==> src/rtl/pyc_byte_mem_dma.sv <==
// pyc_byte_mem_dma: overlap-safe byte copy/fill engine, up to STRB_WIDTH bytes per cycle
// Ports: clk/rst (async active-high); cmd_* command handshake (accepted only in IDLE);
//        busy/done status; mem_raddr/mem_rdata combinational read window;
//        mem_wvalid/mem_waddr/mem_wdata/mem_wstrb byte-strobed write port.
module pyc_byte_mem_dma #(
    parameter int ADDR_WIDTH = 64,
    parameter int DATA_WIDTH = 64,
    parameter int LEN_WIDTH = 32,
    localparam int STRB_WIDTH = (DATA_WIDTH + 7) / 8
) (
    input  logic                  clk,
    input  logic                  rst,
    input  logic                  cmd_valid,
    output logic                  cmd_ready,
    input  logic [ADDR_WIDTH-1:0] cmd_src,
    input  logic [ADDR_WIDTH-1:0] cmd_dst,
    input  logic [LEN_WIDTH-1:0]  cmd_len,
    input  logic                  cmd_fill,
    input  logic [7:0]            cmd_fill_byte,
    output logic                  busy,
    output logic                  done,
    output logic [ADDR_WIDTH-1:0] mem_raddr,
    input  logic [DATA_WIDTH-1:0] mem_rdata,
    output logic                  mem_wvalid,
    output logic [ADDR_WIDTH-1:0] mem_waddr,
    output logic [DATA_WIDTH-1:0] mem_wdata,
    output logic [STRB_WIDTH-1:0] mem_wstrb
);
    typedef enum logic [1:0] {IDLE, RUN, DONE} state_t;
    state_t state;
    logic [ADDR_WIDTH-1:0] src, dst;
    logic [LEN_WIDTH-1:0] len, rem, b, off;
    logic fill, bwd, run, cmd_bwd;
    logic [7:0] fb;
    always_comb begin
        run = state == RUN;
        cmd_ready = state == IDLE;
        busy = state != IDLE;
        done = state == DONE;
        b = rem < LEN_WIDTH'(STRB_WIDTH) ? rem : LEN_WIDTH'(STRB_WIDTH);
        // backward walks chunks from the top so an overlapping dst never clobbers unread src bytes
        off = bwd ? rem - b : len - rem;
        cmd_bwd = !cmd_fill && cmd_dst > cmd_src &&
                  {1'b0, cmd_dst} < {1'b0, cmd_src} + (ADDR_WIDTH+1)'(cmd_len);
        mem_wvalid = run;
        mem_raddr = run ? src + ADDR_WIDTH'(off) : '0;
        mem_waddr = run ? dst + ADDR_WIDTH'(off) : '0;
        mem_wstrb = run ? STRB_WIDTH'({STRB_WIDTH{1'b1}} >> (LEN_WIDTH'(STRB_WIDTH) - b)) : '0;
        mem_wdata = run ? (fill ? DATA_WIDTH'({STRB_WIDTH{fb}}) : mem_rdata) : '0;
    end
    always_ff @(posedge clk or posedge rst) begin
        if (rst) begin
            state <= IDLE;
            src <= '0;
            dst <= '0;
            len <= '0;
            rem <= '0;
            fill <= 1'b0;
            fb <= '0;
            bwd <= 1'b0;
        end else begin
            case (state)
                IDLE: if (cmd_valid) begin
                    src <= cmd_src;
                    dst <= cmd_dst;
                    len <= cmd_len;
                    rem <= cmd_len;
                    fill <= cmd_fill;
                    fb <= cmd_fill_byte;
                    bwd <= cmd_bwd;
                    state <= cmd_len == '0 ? DONE : RUN;
                end
                RUN: begin
                    rem <= rem - b;
                    state <= rem == b ? DONE : RUN;
                end
                default: state <= IDLE;
            endcase
        end
    end
endmodule
==> config.mk <==
export PLATFORM = sky130hd
export DESIGN_NAME = pyc_byte_mem_dma
export DESIGN_NICKNAME = d
export VERILOG_FILES = /design/src/rtl/pyc_byte_mem_dma.sv
export SDC_FILE = /design/constraint.sdc
export NUM_CORES = 1
export LEC_CHECK = 0
export CAP_MARGIN = 20
export CORE_MARGIN = 2
export CORE_UTILIZATION = 49
export CTS_CLUSTER_SIZE = 8
export DETAILED_ROUTE_END_ITERATION = 10
export PLACE_DENSITY = 0.8
export SLEW_MARGIN = 20
export SYNTH_ARGS = -nofsm -noshare
export SYNTH_HDL_FRONTEND = slang
export SYNTH_SLANG_ARGS = --single-unit
==> constraint.sdc <==
create_clock -name clk -period 6.4 [get_ports clk]
set_input_delay 0.96 -clock clk [delete_from_list [all_inputs] [get_ports clk]]
set_output_delay 0.96 -clock clk [all_outputs]
set_load 0.01 [all_outputs]
* Word-level counts from Yosys, hierarchy flattened
Cells that the tools add are included.
** Storage, ports and cells
- Register bits after elaboration :: 204
- Output and inout bits :: 204
** Operators by class
- Reductions and logical operators :: 9
- Shift-type cells :: 1
- Add/sub/neg operators :: 6
- Multiplexer cells :: 13
- Eq/ne operators :: 4
- $lt $le $gt $ge :: 3
** Operators with widths (number)
- $mux W64 :: 4
- $add A64 B32 Y64 :: 2
- $mux W32 :: 3
- $add A64 B32 Y65 :: 1
- $lt A64 B65 Y1 :: 1
- $gt A64 B64 Y1 :: 1
- $pmux W32 S2 :: 1
- $sub A32 B32 Y32 :: 2
- $eq A32 B32 Y1 :: 1
- $logic_not A32 Y1 :: 1
- $lt A32 B4 Y1 const B :: 1
- $shr A8 B32 Y8 const A :: 1
- $sub A4 B32 Y32 const A :: 1
- $mux W8 :: 1
- $mux W2 :: 3
- $pmux W2 S2 :: 1
- $reduce_and A2 Y1 :: 2
- $reduce_bool A2 Y1 :: 2
- $eq A2 B1 Y1 const B :: 1
- $eq A2 B2 Y1 const B :: 1
- $logic_and A1 B1 Y1 :: 2
- $logic_not A2 Y1 :: 1
- $ne A2 B2 Y1 const B :: 1
- $logic_not A1 Y1 :: 1

* Depth between registers and ports, before layout
- Depth after elaboration :: 6
- Gate-level depth with buffers :: 28

* Worst setup path after synthesis
OpenSTA, ideal clock, no wires.
- Path type :: register -> output
- From :: register rem[18]
- To :: output port mem_raddr[61]
- Stages on the path, launching flop included :: 24
- Data arrival time :: 5396 ps
- Slack :: 44 ps
- Required time :: 5440 ps
- Cell sequence :: dfrtp_1 -> or4_4 -> nor3_4 -> nand3_1 -> nand3b_1 -> nand2_1 -> ha_1 -> a41oi_1 -> o21a_1 -> and3_1 -> buf_2 -> nand3_1 -> xnor2_1 -> o21ai_0 -> ha_1 -> clkbuf_1 -> nand4_1 -> nor3_1 -> a31oi_1 -> or4_4 -> a211oi_2 -> o21ai_1 -> or3_1 -> a21oi_1
** On the way
- Cells in the longest elaborated chain, start to end :: 6
- Elaborated cells between the ends (all ways) :: 7
** Ends and longest elaborated chain
- from (decl) :: RTL line 32 : logic [LEN_WIDTH-1:0] len, rem, b, off;
- from (signal assigned) :: RTL line 67 : rem <= cmd_len;
- from (signal assigned) :: RTL line 74 : rem <= rem - b;
- $lt A32 B4 Y1 :: RTL line 40 : b = rem < LEN_WIDTH'(STRB_WIDTH) ? rem : LEN_WIDTH'(STRB_WIDTH);
- $mux W32 :: RTL line 40
- $sub A32 B32 Y32 :: RTL line 42 : off = bwd ? rem - b : len - rem;
- $mux W32 * :: RTL line 42
- $add A64 B32 Y64 * :: RTL line 46 : mem_raddr = run ? src + ADDR_WIDTH'(off) : '0;
- $mux W64 * :: RTL line 46
- to (decl) :: RTL line 22 : output logic [ADDR_WIDTH-1:0] mem_raddr,
Every way passes the cells marked *; elsewhere a longest branch is shown, timed or not.

* Worst setup path after layout
- From :: register rem[21]
- To :: output port mem_waddr[44]
** On the way
- Cells in the longest elaborated chain, start to end :: 6
- Elaborated cells between the ends (all ways) :: 7
** Ends and longest elaborated chain
- $lt A32 B4 Y1 :: RTL line 40
- $mux W32 :: RTL line 40
- $sub A32 B32 Y32 :: RTL line 42
- $mux W32 * :: RTL line 42
- $add A64 B32 Y64 * :: RTL line 47 : mem_waddr = run ? dst + ADDR_WIDTH'(off) : '0;
- $mux W64 * :: RTL line 47
- to (decl) :: RTL line 25 : output logic [ADDR_WIDTH-1:0] mem_waddr,
Marks and branches as above.

==> flow_metrics.tcl <==
set metrics [dict create \
    hp-class "register to register" \
    ys_ff_latch 204 \
    drive_gt1_frac 0.241 \
    grt_max_degree 172 \
    drt_first_pass_iters 7 \
    syn_inst 2953 \
    wl_met2_microns 44500 \
    nets 4316 \
    avgRoutedWirePerCell_microns 22.0 \
    viasPerCell 6.04 \
    cts_tree "built" \
    cts.clk_slew.worst_paths_ns 0.05 \
    rows 77 \
    fin_crit_sh 1.14 \
    critical_path_class "register to output pin" \
    die_x_microns 215 \
    synth_nets 3453 \
    synth_compound_area_frac 0.226 \
    synth-adder-area-share 0.153 \
    synth_top_cell_by_area "dfrtp_1" \
    synth_mux_area_frac 0.00143 \
    wl_met3_microns 8890 \
    grt_pass1_wl_microns 143000 \
    crit_path_end_kind "output pin" \
    ys_types 85 \
    powerDensity_mw_per_mm2 717 \
    tightest_slew_ns 1.47 \
    fp.dieH_microns 215 \
    first_global_vias 25900 \
    outcome "finished, violations left" \
    gr-total-overflow 0 \
    syn-cell-area_sq_mm 0.0218 \
    ys.flop_type "dfrtp_1" \
    power_switching_w 0.0112 \
    fin_hold_ws_ns 0.477 \
    switching_share 0.478 \
    syn_to_final_growth_pct 50.1 \
    cts_sinks 204 \
    syn_avg_cell_area_sq_um 7.38 \
    maxSlewHeadroom 0.0158 \
    hpwl_microns 72100 \
    clkPwrFrac 0.064 \
    synth_simple_gate_area_frac 0.256 \
    fin_area_sq_mm 0.0327 \
    vias 26700 \
    initial_core_util 0.495 \
    drv_slew 0 \
    drv_cap 0 \
    drt_iter0_drc 2774 \
    yosysWarningCount 0 \
    vdd_drop_max_mv 0.459 \
    cts_buffers 30 \
    multi_input_area_sq_mm 0.0174 \
    seq_area_sq_mm 0.00511 \
    h-tree-depth 1 \
    max_stage_delay_ns 0.57 \
    wl_microns 97300 \
    violations "negative setup slack" \
    startpoint_type "register" \
    place.port_buffers 439 \
    place_area_sq_mm 0.0297 \
    core-area_sq_mm 0.0440 \
    fmax_mhz 137 \
    synth-xor-area-share 0.0812 \
    postSynth.asyncResetShare 1.00 \
    synth_top_family_by_area "simple AND/OR/NAND/NOR gates" \
    fin_worst_skew_ns 0.0138 \
    antenna_left 0 \
    boundaryPins 440 \
    finalSetupViolations 91 \
    rsz0062_at_grt "yes" \
    p_leak_nw 15.5 \
    crit_arrival_ns 6.32 \
    root_buffer "clkbuf_16" \
    min_period_ns 7.28 \
    highest_layer "met5" \
    power.total_w 0.0235 \
    p_int_w 0.0123 \
    antenna_found_initial 5 \
    crit_path_frequent_cell "buf_6" \
    setup_slack_ns -0.878 \
    wl_met1_microns 37800 \
    synthTopCellsByArea "dfrtp_1 23%, ha_1 15%, nand2_1 9.5%" \
    post-synth-top-count-cell "nand2_1" \
    clk-insertion-delay-late_ns 0.58 \
    dieArea_sq_mm 0.0462 \
    p_comb_frac 0.849 \
    yosys.area.top_type_share 0.234 \
    cp.required_ns 5.44 \
    seq_area_frac_synth 0.234 \
    grt_usage 0.391 \
    crit_fanout 7 \
    cts_hold_buf 0 \
    drc 0 \
    hold_violations 0 \
    power_frac_seq 0.088 \
    clock_tree.buffer_depth 3 \
    synth_top_cells_by_count "549 x nand2_1, 285 x a21oi_1, 260 x ha_1" \
    fillers 3325 \
    synth-edff-count 0 \
    crit_path_top_delay_cell "or4_4" \
    gp_congestion 1.04 \
]
[power by group through the flow]
stage	Clock, W	Combinational (W)	Sequential [W]
5_1_grt	0.00154	0.0210	0.00210
4_1_cts	0.00149	0.0182	0.00202
6_report	0.00149	0.0199	0.00206
2_1_floorplan	0	0.00807	0.00196
3_5_place_dp	0	0.0167	0.00201
3_3_place_gp	0	0.0164	0.00199
[final timing paths]
| path | cells after the start | slack (ns) | start | endpoint |
|---|---|---|---|---|
| min in group asynchronous | 2 | 0.90 | rst | src[30] |
| max | 27 | -0.88 | rem[21] | mem_waddr[44] |
| max in group asynchronous | 3 | 3.99 | rst | rem[8] |
| min reg2reg | 2 | 0.48 | fb[4] | fb[4] |
| max reg2reg | 7 | 3.05 | state[1] | rem[8] |
| min | 2 | 0.48 | fb[4] | fb[4] |
[placed cells by master (no fill, tap or decap), types with 40 or more instances in the layout]
cell type,instances
a21o_1,96
a21oi_1,236
a21oi_2,47
buf_2,73
buf_4,478
buf_6,40
clkdlybuf4s50_1,332
dfrtp_1,203
ha_1,232
inv_1,143
nand2_1,541
nand2b_1,86
nand3_1,52
nand4_1,55
nor2_1,201
o21ai_0,171
xnor2_1,109
xor2_1,65
[per-layer routing]
layer,global-route usage,vias up
met5,0,-
met4,0.203,8
met3,0.0820,391
met2,0.632,1483
met1,0.491,12700
li1,-,12100
[final cells by class]
type / instances / area share
repair buffers: 958 / 0.248
diodes: 3 / 0.000229
multi-input cells: 2473 / 0.531
well taps: 592 / 0.0226
clock inverters: 1 / 0.000268
inverters: 149 / 0.0172
clock buffers: 37 / 0.0244
flip-flops and latches: 204 / 0.156
[sequential cells by signal, summed over array words and instances (netlist names)]
name   count
rem       32
state      2
bwd        1
dst       64
len       32
fill       1
fb         8
src       64
[critical path: cells and delay by family (launching register included)]
kind | cells | cell delay [ns]
AND/OR/NAND/NOR | 9 | 2.20
flip-flops | 1 | 0.39
AO/OA/AOI/OAI | 10 | 1.85
adder cells (fa/ha/maj) | 2 | 0.42
XOR/XNOR | 1 | 0.16
buffers and inverters | 5 | 0.73
[kinds of logic after synthesis]
group | after synthesis
AND/OR/NAND/NOR | 1199
AO/OA/AOI/OAI | 804
adder cells (fa/ha/maj) | 264
buffers and inverters | 276
flip-flops | 204
multiplexers | 3
other | 1
XOR/XNOR | 202
[per-stage QoR]
| stage | cells | setup slack, ns | utilization | TNS, ns |
|---|---|---|---|---|
| finish | 4417 | -0.878 | 0.743 | -39.61 |
| floorplan | 2953 | 0.0436 | - | 0 |
| CTS | 4381 | -0.519 | 0.720 | -20.16 |
| global route | 4415 | -1.03 | 0.743 | -55.94 |
| detailed placement | 4282 | -0.591 | 0.674 | -27.78 |
| global placement | 4282 | -0.491 | 0.674 | -20.36 |
[repair_timing]
action,in CTS,in global routing
endpoints found under the setup margin,109,109
cloned,4,0
pin swaps,112,120
resized for setup,552,218
hold endpoints to repair,0,0
setup buffers,59,41
No activity file was read; power rests on OpenSTA's default activity.
